--- config.mk ---
export PLATFORM = sky130hd
export DESIGN_NAME = cacheline_adaptor_flat
export DESIGN_NICKNAME = d
export VERILOG_FILES = /design/src/rtl/cacheline_adaptor_pkg.sv /design/src/rtl/cacheline_adaptor_if.sv /design/src/rtl/cacheline_adaptor.sv /design/src/flat_wrapper.sv
export SDC_FILE = /design/constraint.sdc
export NUM_CORES = 1
export LEC_CHECK = 0
export ABC_CLOCK_PERIOD_IN_PS = 7440
export BUFFER_PORTS_ARGS = -buffer_cell sky130_fd_sc_hd__buf_2
export CORE_AREA = 2 2 276 278
export CTS_BUF_LIST = sky130_fd_sc_hd__clkbuf_4
export CTS_CLUSTER_SIZE = 28
export DETAILED_ROUTE_END_ITERATION = 8
export DIE_AREA = 0 0 278 280
export SYNTH_ARGS = -nofsm -noshare
export SYNTH_HDL_FRONTEND = slang
export SYNTH_SLANG_ARGS = --single-unit
--- constraint.sdc ---
create_clock -name clk -period 7.44 [get_ports clk]
set_input_delay 1.488 -clock clk [delete_from_list [all_inputs] [get_ports clk]]
set_output_delay 1.488 -clock clk [all_outputs]
set_load 0.02 [all_outputs]
--- src/rtl/cacheline_adaptor_pkg.sv ---
// Shared cache package: FSM state encodings, default geometry and the
// beat-count helper used by the line/burst adaptor and the L2 control logic.
package cacheline_adaptor_pkg;

  typedef logic [1:0] state_t;

  localparam state_t ST_IDLE  = 2'd0;
  localparam state_t ST_READ  = 2'd1;
  localparam state_t ST_WRITE = 2'd2;
  localparam state_t ST_DONE  = 2'd3;

  localparam int unsigned DEFAULT_S_OFFSET = 5;
  localparam int unsigned DEFAULT_S_BEAT   = 64;

  // Number of burst beats needed to move one cache line.
  function automatic int unsigned beats_per_line(input int unsigned s_offset,
                                                 input int unsigned s_beat);
    return (8 * (2 ** s_offset)) / s_beat;
  endfunction

endpackage

--- src/rtl/cacheline_adaptor_if.sv ---
// Bus bundle between the L2 line port, the adaptor and burst memory.
//   L2 side    : line_i, address_i, read_i, write_i -> adaptor; line_o, resp_o <- adaptor
//   burst side : burst_i, resp_i -> adaptor; burst_o, address_o, read_o, write_o <- adaptor
// slave  : the adaptor's view
// master : the environment's view (L2 controller plus burst memory)
interface cacheline_adaptor_if
  import cacheline_adaptor_pkg::*;
#(
  parameter int unsigned s_offset = DEFAULT_S_OFFSET,
  parameter int unsigned s_beat   = DEFAULT_S_BEAT
);
  localparam int unsigned LINE_W = 8 * (2 ** s_offset);

  logic [LINE_W-1:0] line_i;
  logic [LINE_W-1:0] line_o;
  logic [31:0]       address_i;
  logic              read_i;
  logic              write_i;
  logic              resp_o;
  logic [s_beat-1:0] burst_i;
  logic [s_beat-1:0] burst_o;
  logic [31:0]       address_o;
  logic              read_o;
  logic              write_o;
  logic              resp_i;

  modport slave (
    input  line_i, address_i, read_i, write_i, burst_i, resp_i,
    output line_o, resp_o, burst_o, address_o, read_o, write_o
  );

  modport master (
    output line_i, address_i, read_i, write_i, burst_i, resp_i,
    input  line_o, resp_o, burst_o, address_o, read_o, write_o
  );

endinterface

--- src/rtl/cacheline_adaptor.sv ---
// Converts whole-line L2 requests into fixed-length bursts of beats.
// Ports:
//   clk  - single clock, rising edge
//   rst  - synchronous active-high reset
//   bus  - cacheline_adaptor_if.slave (L2 line port and burst port)
// A read collects one beat per resp_i into the read line buffer and pulses
// resp_o for one cycle after the last beat; a write latches the L2 line and
// presents it low beat first. The read buffer is separate from the write
// buffer so line_o holds its value across a following write.
module cacheline_adaptor
  import cacheline_adaptor_pkg::*;
#(
  parameter int unsigned s_offset = DEFAULT_S_OFFSET,
  parameter int unsigned s_beat   = DEFAULT_S_BEAT
) (
  input logic                 clk,
  input logic                 rst,
  cacheline_adaptor_if.slave  bus
);

  localparam int unsigned LINE_W = 8 * (2 ** s_offset);
  localparam int unsigned BEATS  = beats_per_line(s_offset, s_beat);
  localparam int unsigned CNT_W  = (BEATS > 1) ? $clog2(BEATS) : 1;
  localparam logic [CNT_W-1:0] LAST_BEAT = CNT_W'(BEATS - 1);
  localparam logic [31:0] ALIGN_MASK = ~((32'd1 << s_offset) - 32'd1);

  state_t            state;
  logic [CNT_W-1:0]  cnt;
  logic [31:0]       addr;
  logic [LINE_W-1:0] rline;
  logic [LINE_W-1:0] wline;

  always_ff @(posedge clk) begin
    if (rst) begin
      state <= ST_IDLE;
      cnt   <= '0;
      addr  <= '0;
      rline <= '0;
      wline <= '0;
    end else begin
      unique case (state)
        ST_IDLE: begin
          // read wins when both requests arrive together
          if (bus.read_i) begin
            addr  <= bus.address_i;
            cnt   <= '0;
            state <= ST_READ;
          end else if (bus.write_i) begin
            addr  <= bus.address_i;
            wline <= bus.line_i;
            cnt   <= '0;
            state <= ST_WRITE;
          end
        end
        ST_READ: begin
          if (bus.resp_i) begin
            rline[cnt*s_beat +: s_beat] <= bus.burst_i;
            cnt <= cnt + 1'b1;
            if (cnt == LAST_BEAT) state <= ST_DONE;
          end
        end
        ST_WRITE: begin
          if (bus.resp_i) begin
            cnt <= cnt + 1'b1;
            if (cnt == LAST_BEAT) state <= ST_DONE;
          end
        end
        ST_DONE: state <= ST_IDLE;
        default: state <= ST_IDLE;
      endcase
    end
  end

  assign bus.line_o    = rline;
  assign bus.resp_o    = (state == ST_DONE);
  assign bus.read_o    = (state == ST_READ);
  assign bus.write_o   = (state == ST_WRITE);
  assign bus.address_o = addr & ALIGN_MASK;
  assign bus.burst_o   = (state == ST_WRITE) ? wline[cnt*s_beat +: s_beat] : '0;

endmodule
--- src/flat_wrapper.sv ---
// flat-port wrapper written by rule: the top's interface ports become plain ports
module cacheline_adaptor_flat import cacheline_adaptor_pkg::*;
#(
  parameter int unsigned s_offset = DEFAULT_S_OFFSET,
  parameter int unsigned s_beat   = DEFAULT_S_BEAT
)
  (clk, rst, bus_line_i, bus_address_i, bus_read_i, bus_write_i, bus_burst_i, bus_resp_i, bus_line_o, bus_resp_o, bus_burst_o, bus_address_o, bus_read_o, bus_write_o);
  cacheline_adaptor_if #(.s_offset(s_offset), .s_beat(s_beat)) bus_i ();
  input logic clk;
  input logic rst;
  input wire logic [$bits(bus_i.line_i)-1:0] bus_line_i;
  input wire logic [$bits(bus_i.address_i)-1:0] bus_address_i;
  input wire logic [$bits(bus_i.read_i)-1:0] bus_read_i;
  input wire logic [$bits(bus_i.write_i)-1:0] bus_write_i;
  input wire logic [$bits(bus_i.burst_i)-1:0] bus_burst_i;
  input wire logic [$bits(bus_i.resp_i)-1:0] bus_resp_i;
  output wire logic [$bits(bus_i.line_o)-1:0] bus_line_o;
  output wire logic [$bits(bus_i.resp_o)-1:0] bus_resp_o;
  output wire logic [$bits(bus_i.burst_o)-1:0] bus_burst_o;
  output wire logic [$bits(bus_i.address_o)-1:0] bus_address_o;
  output wire logic [$bits(bus_i.read_o)-1:0] bus_read_o;
  output wire logic [$bits(bus_i.write_o)-1:0] bus_write_o;
  assign bus_i.line_i = bus_line_i;
  assign bus_i.address_i = bus_address_i;
  assign bus_i.read_i = bus_read_i;
  assign bus_i.write_i = bus_write_i;
  assign bus_i.burst_i = bus_burst_i;
  assign bus_i.resp_i = bus_resp_i;
  assign bus_line_o = bus_i.line_o;
  assign bus_resp_o = bus_i.resp_o;
  assign bus_burst_o = bus_i.burst_o;
  assign bus_address_o = bus_i.address_o;
  assign bus_read_o = bus_i.read_o;
  assign bus_write_o = bus_i.write_o;
  cacheline_adaptor #(.s_offset(s_offset), .s_beat(s_beat)) u_core (.clk(clk), .rst(rst), .bus(bus_i));
endmodule
* After elaboration in Yosys (flattened, before gate mapping)
Index checks and enable logic that the tools add are counted.
** Word-level totals
- Flip-flop bits (word level) :: 548
- Input port bits :: 357
** Operators by class
- Add/subtract/negate cells :: 2
- Equal/unequal tests :: 7
- Shifts and indexed selects :: 3
- Multiplexer cells :: 13
- Bitwise operators :: 1
- Reductions and logical operators :: 9
** Operator list (number)
- $bwmux W256 :: 1
- $shift A64 B34 Y256 const A :: 1
- $shiftx A256 B9 Y64 :: 1
- $shiftx A64 B34 Y256 :: 1
- $mux W32 :: 2
- $mux W64 :: 1
- $neg A8 Y34 :: 1
- $mux W2 :: 7
- $reduce_and A3 Y1 :: 3
- $eq A2 B2 Y1 const B :: 3
- $pmux W2 S3 :: 1
- $ne A2 B1 Y1 const B :: 2
- $pmux W2 S2 :: 1
- $reduce_and A2 Y1 :: 2
- $reduce_bool A2 Y1 :: 2
- $ne A3 B3 Y1 const B :: 1
- $add A2 B1 Y2 const B :: 1
- $eq A2 B1 Y1 const B :: 1
- $logic_not A2 Y1 :: 1
- $reduce_or A2 Y1 :: 1
- $not A1 Y1 :: 1

* Logic depth before layout (Yosys ltp)
- Depth after elaboration :: 4
- Gate-level depth with buffers :: 10
- Depth with buffers taken out :: 5

* Least setup slack after synthesis
Ideal clock, no wire load.
- Path kind :: flip-flop to output port
- Start point :: reg u_core.cnt[0]
- End point :: out bus_burst_o[25]
- Arrival :: 1.671 ns
- Required time :: 5.952 ns
- Setup slack :: 4.281 ns
- Stages on the path, launching flop included :: 6
- Cells stage by stage :: dfxtp_1 buf_4 buf_4 buf_4 mux4_2 and2_1
** On the way
- Cells in the longest elaborated chain, start to end :: 2
** RTL lines
- start: declaration :: RTL line cacheline_adaptor.sv:28 : logic [CNT_W-1:0] cnt;
- start signal: assignment :: RTL line cacheline_adaptor.sv:58 : cnt <= cnt + 1'b1;
- start signal: assignment :: RTL line cacheline_adaptor.sv:64 : cnt <= cnt + 1'b1;
- $shiftx A256 B9 Y64 :: RTL line cacheline_adaptor.sv:79 : assign bus.burst_o = (state == ST_WRITE) ? wline[cnt*s_beat +: s_beat] : '0;
- $mux W64 :: RTL line cacheline_adaptor.sv:79
- end: declaration :: RTL line flat_wrapper.sv:19 : output wire logic [$bits(bus_i.burst_o)-1:0] bus_burst_o;
Every way passes these cells.

* Worst setup path in the final report
- Start point :: reg u_core.cnt[0]
- End point :: out bus_burst_o[32]
The elaborated chain is that of the path after synthesis.

==> out/results.ini <==
[cells_and_area]
multi_input_area_um2 = 8840
mostFrequentLayoutCells = buf_2, nand2_1, dfxtp_1, a21oi_1, clkbuf_4
post-route-cell-area_um2 = 26600
final_util = 0.354
drive_gt1_frac = 0.382
regArea_um2 = 10900
n_fill_cell = 7849
final_common_cell = buf_2
nets = 3151
area_growth_pct = 29.2

[power]
clkPwrFrac = 0.367
combPwrFrac = 0.195
swShare = 0.322
vdd_drop_max_mv = 0.134
power_frac_seq = 0.438
p_leak_uw = 0.0114
p_per_area_nw_per_um2 = 282
p_sw_uw = 2420
intPower_uw = 5080

[floorplanning]
core.rowCount = 101
die_w_um = 278
start_util = 0.274
coreArea_um2 = 75200
pin_count = 712
die_y_um = 280
die_area_um2 = 77800

[yosys]
synth_area_um2 = 20600
ys_async_sr_fraction = 0
yosys_warnings = 0
ys_ff_latch = 543
synth_flop_cell = dfxtp_1
synth_edf_count = 0
synthDistinctLibCells = 41
syn_avg_cell_area_um2 = 9.78
syn_inst = 2106
synth_seq_area_share = 0.528

[drt]
vias_per_cell = 4.83
wl_per_cell_um = 18.4
drc = 0
drtIter0Drc = 1177
via_count = 18800
dr.pass1.iters = 5
wl_mm = 71.4
ant_nets = 0

[sta]
worst_slew_pin_slew_ps = 1210
final.setup.tns_ps = 0
setup_viol = 0
slew_headroom = 0.196
timing.final.crit_share = 0.683
rsz0062_at_grt = false
fmax_mhz = 197
hold_violations = 0
fin_skew_ps = 68.3
slew_viol_final = 0
period_needed_ps = 5080

[worst_hold_path]
hold_path_end = u_core.addr[10]$_SDFFE_PP0P_
hold_depth = 2
hold_path.class = flop to flop
hp-start = u_core.addr[10]$_SDFFE_PP0P_

[global_routing]
grt_overflow = 0
grt_max_degree = 204
grt_pass1_vias = 18000
grt_usage = 0.174
grt_first_pass_wirelength_mm = 106
antenna_found_initial = 23

[outcome]
status = complete, no violations

[worst_setup_path]
critPathSlowestCell = buf_4
cp_cell_sequence = buf_4 > mux4_2 > and2_1 > buf_2
path_max_fanout = 40
reg2regPathDepth = 6
regToRegEndpoint = u_core.bus.line_o[89]$_SDFFE_PP0P_
worstPathArrival_ps = 3590
r2r_slack_ps = 3970
cp.required_ps = 5950
endpoint_kind = output pin
worst-setup-path-type = flop to output pin
critical_path.max_stage_delay_ps = 850
r2r-start = u_core.cnt[0]$_SDFFE_PP0P_
startpoint_type = flop

[place]
gp_congestion = 0.781
dpl-instance-area_um2 = 24700
dp_hpwl_mm = 46.5
numPortBuffers = 701

[cts]
post_cts_buffers = 0
clkTransAtPathRegs_ps = 60
hold_buffers = 0
post_cts_resized = 0
cts_buffers = 151
cts_tree = done
cts_num_sinks = 543
h-tree-depth = 4
ctsRootBufferMaster = clkbuf_4
clkLatencyLatePin_ps = 960
clock_path_buffers = 3

[flow_run]
cap_violations = 0

worst max-delay path, delay by kind of cell (launching register included):
family                 cells  cell delay [ps]
muxes                      1              630
DFF                        1              810
and+or+nand+nor            1              180
buffers and inverters      2             1010
routing by layer:
layer,global-route usage,up-vias,wire (µm)
met5,0,-,104
met4,0.0851,16,2340
met3,0.0697,163,6390
met2,0.286,742,34100
met1,0.196,8948,28500
li1,-,8900,-
sequential cells by signal, indices dropped and copies added (netlist names):
register	cells
u_core.addr	27
u_core.bus.line_o	256
u_core.cnt	2
u_core.state	2
u_core.wline	256
power by group through the flow:
stage / logic (µW) / registers (µW) / clock network, µW
2_1_floorplan: 947 / 3360 / 0
3_3_place_gp: 1470 / 3340 / 0
3_5_place_dp: 1480 / 3350 / 0
4_1_cts: 1480 / 3290 / 2850
5_1_grt: 1610 / 3310 / 3000
6_report: 1460 / 3280 / 2750
cells in the mapped netlist, types with 13 or more instances:
cell type	n	area share
ha_1	13	0.0079
a21oi_1	283	0.069
dfxtp_1	543	0.53
a31o_2	59	0.025
buf_2	63	0.015
a22o_1	64	0.027
nand2_1	568	0.10
mux4_2	64	0.070
a32o_1	121	0.059
and2_1	64	0.019
nor3b_1	65	0.024
clkbuf_1	104	0.019
buf_1	14	0.0026
how the worst max path moves through the flow:
stage,from,end,slack [ps]
floorplan,u_core.cnt[0]$_SDFFE_PP0P_,bus_burst_o[25],4280
global placement,u_core.cnt[0]$_SDFFE_PP0P_,bus_burst_o[32],3170
detailed placement,u_core.cnt[0]$_SDFFE_PP0P_,bus_burst_o[32],3190
CTS,u_core.cnt[0]$_SDFFE_PP0P_,bus_burst_o[32],2100
global route,u_core.cnt[0]$_SDFFE_PP0P_,bus_burst_o[32],1960
finish,u_core.cnt[0]$_SDFFE_PP0P_,bus_burst_o[32],2360
stage by stage:
step	cells	hold WS, ps	total power [µW]	setup slack, ps
2_1_floorplan	2110	433	4310	4280
3_3_place_gp	3606	439	4810	3170
3_5_place_dp	3606	443	4830	3190
4_1_cts	3870	452	7620	2100
5_1_grt	3881	464	7910	1960
6_report	3882	448	7490	2360
cell type report:
type / instances / share of cell area
flip-flops and latches: 543 / 0.409
multi-input cells: 1359 / 0.332
repair buffers: 720 / 0.139
clock buffers: 228 / 0.0643
well taps: 978 / 0.0460
clock inverters: 36 / 0.00794
diodes: 12 / 0.00113
inverters: 6 / 0.000940
kinds of logic after synthesis:
logic type,Yosys count,share of synthesized area
mux,64,0.0700
flops,543,0.528
simple gates,724,0.157
other cells,1,0.000182
buf+inv,208,0.0472
compound gates,553,0.190
fa+ha+maj,13,0.00789
Note: power is estimated with default switching activity, not from simulation.
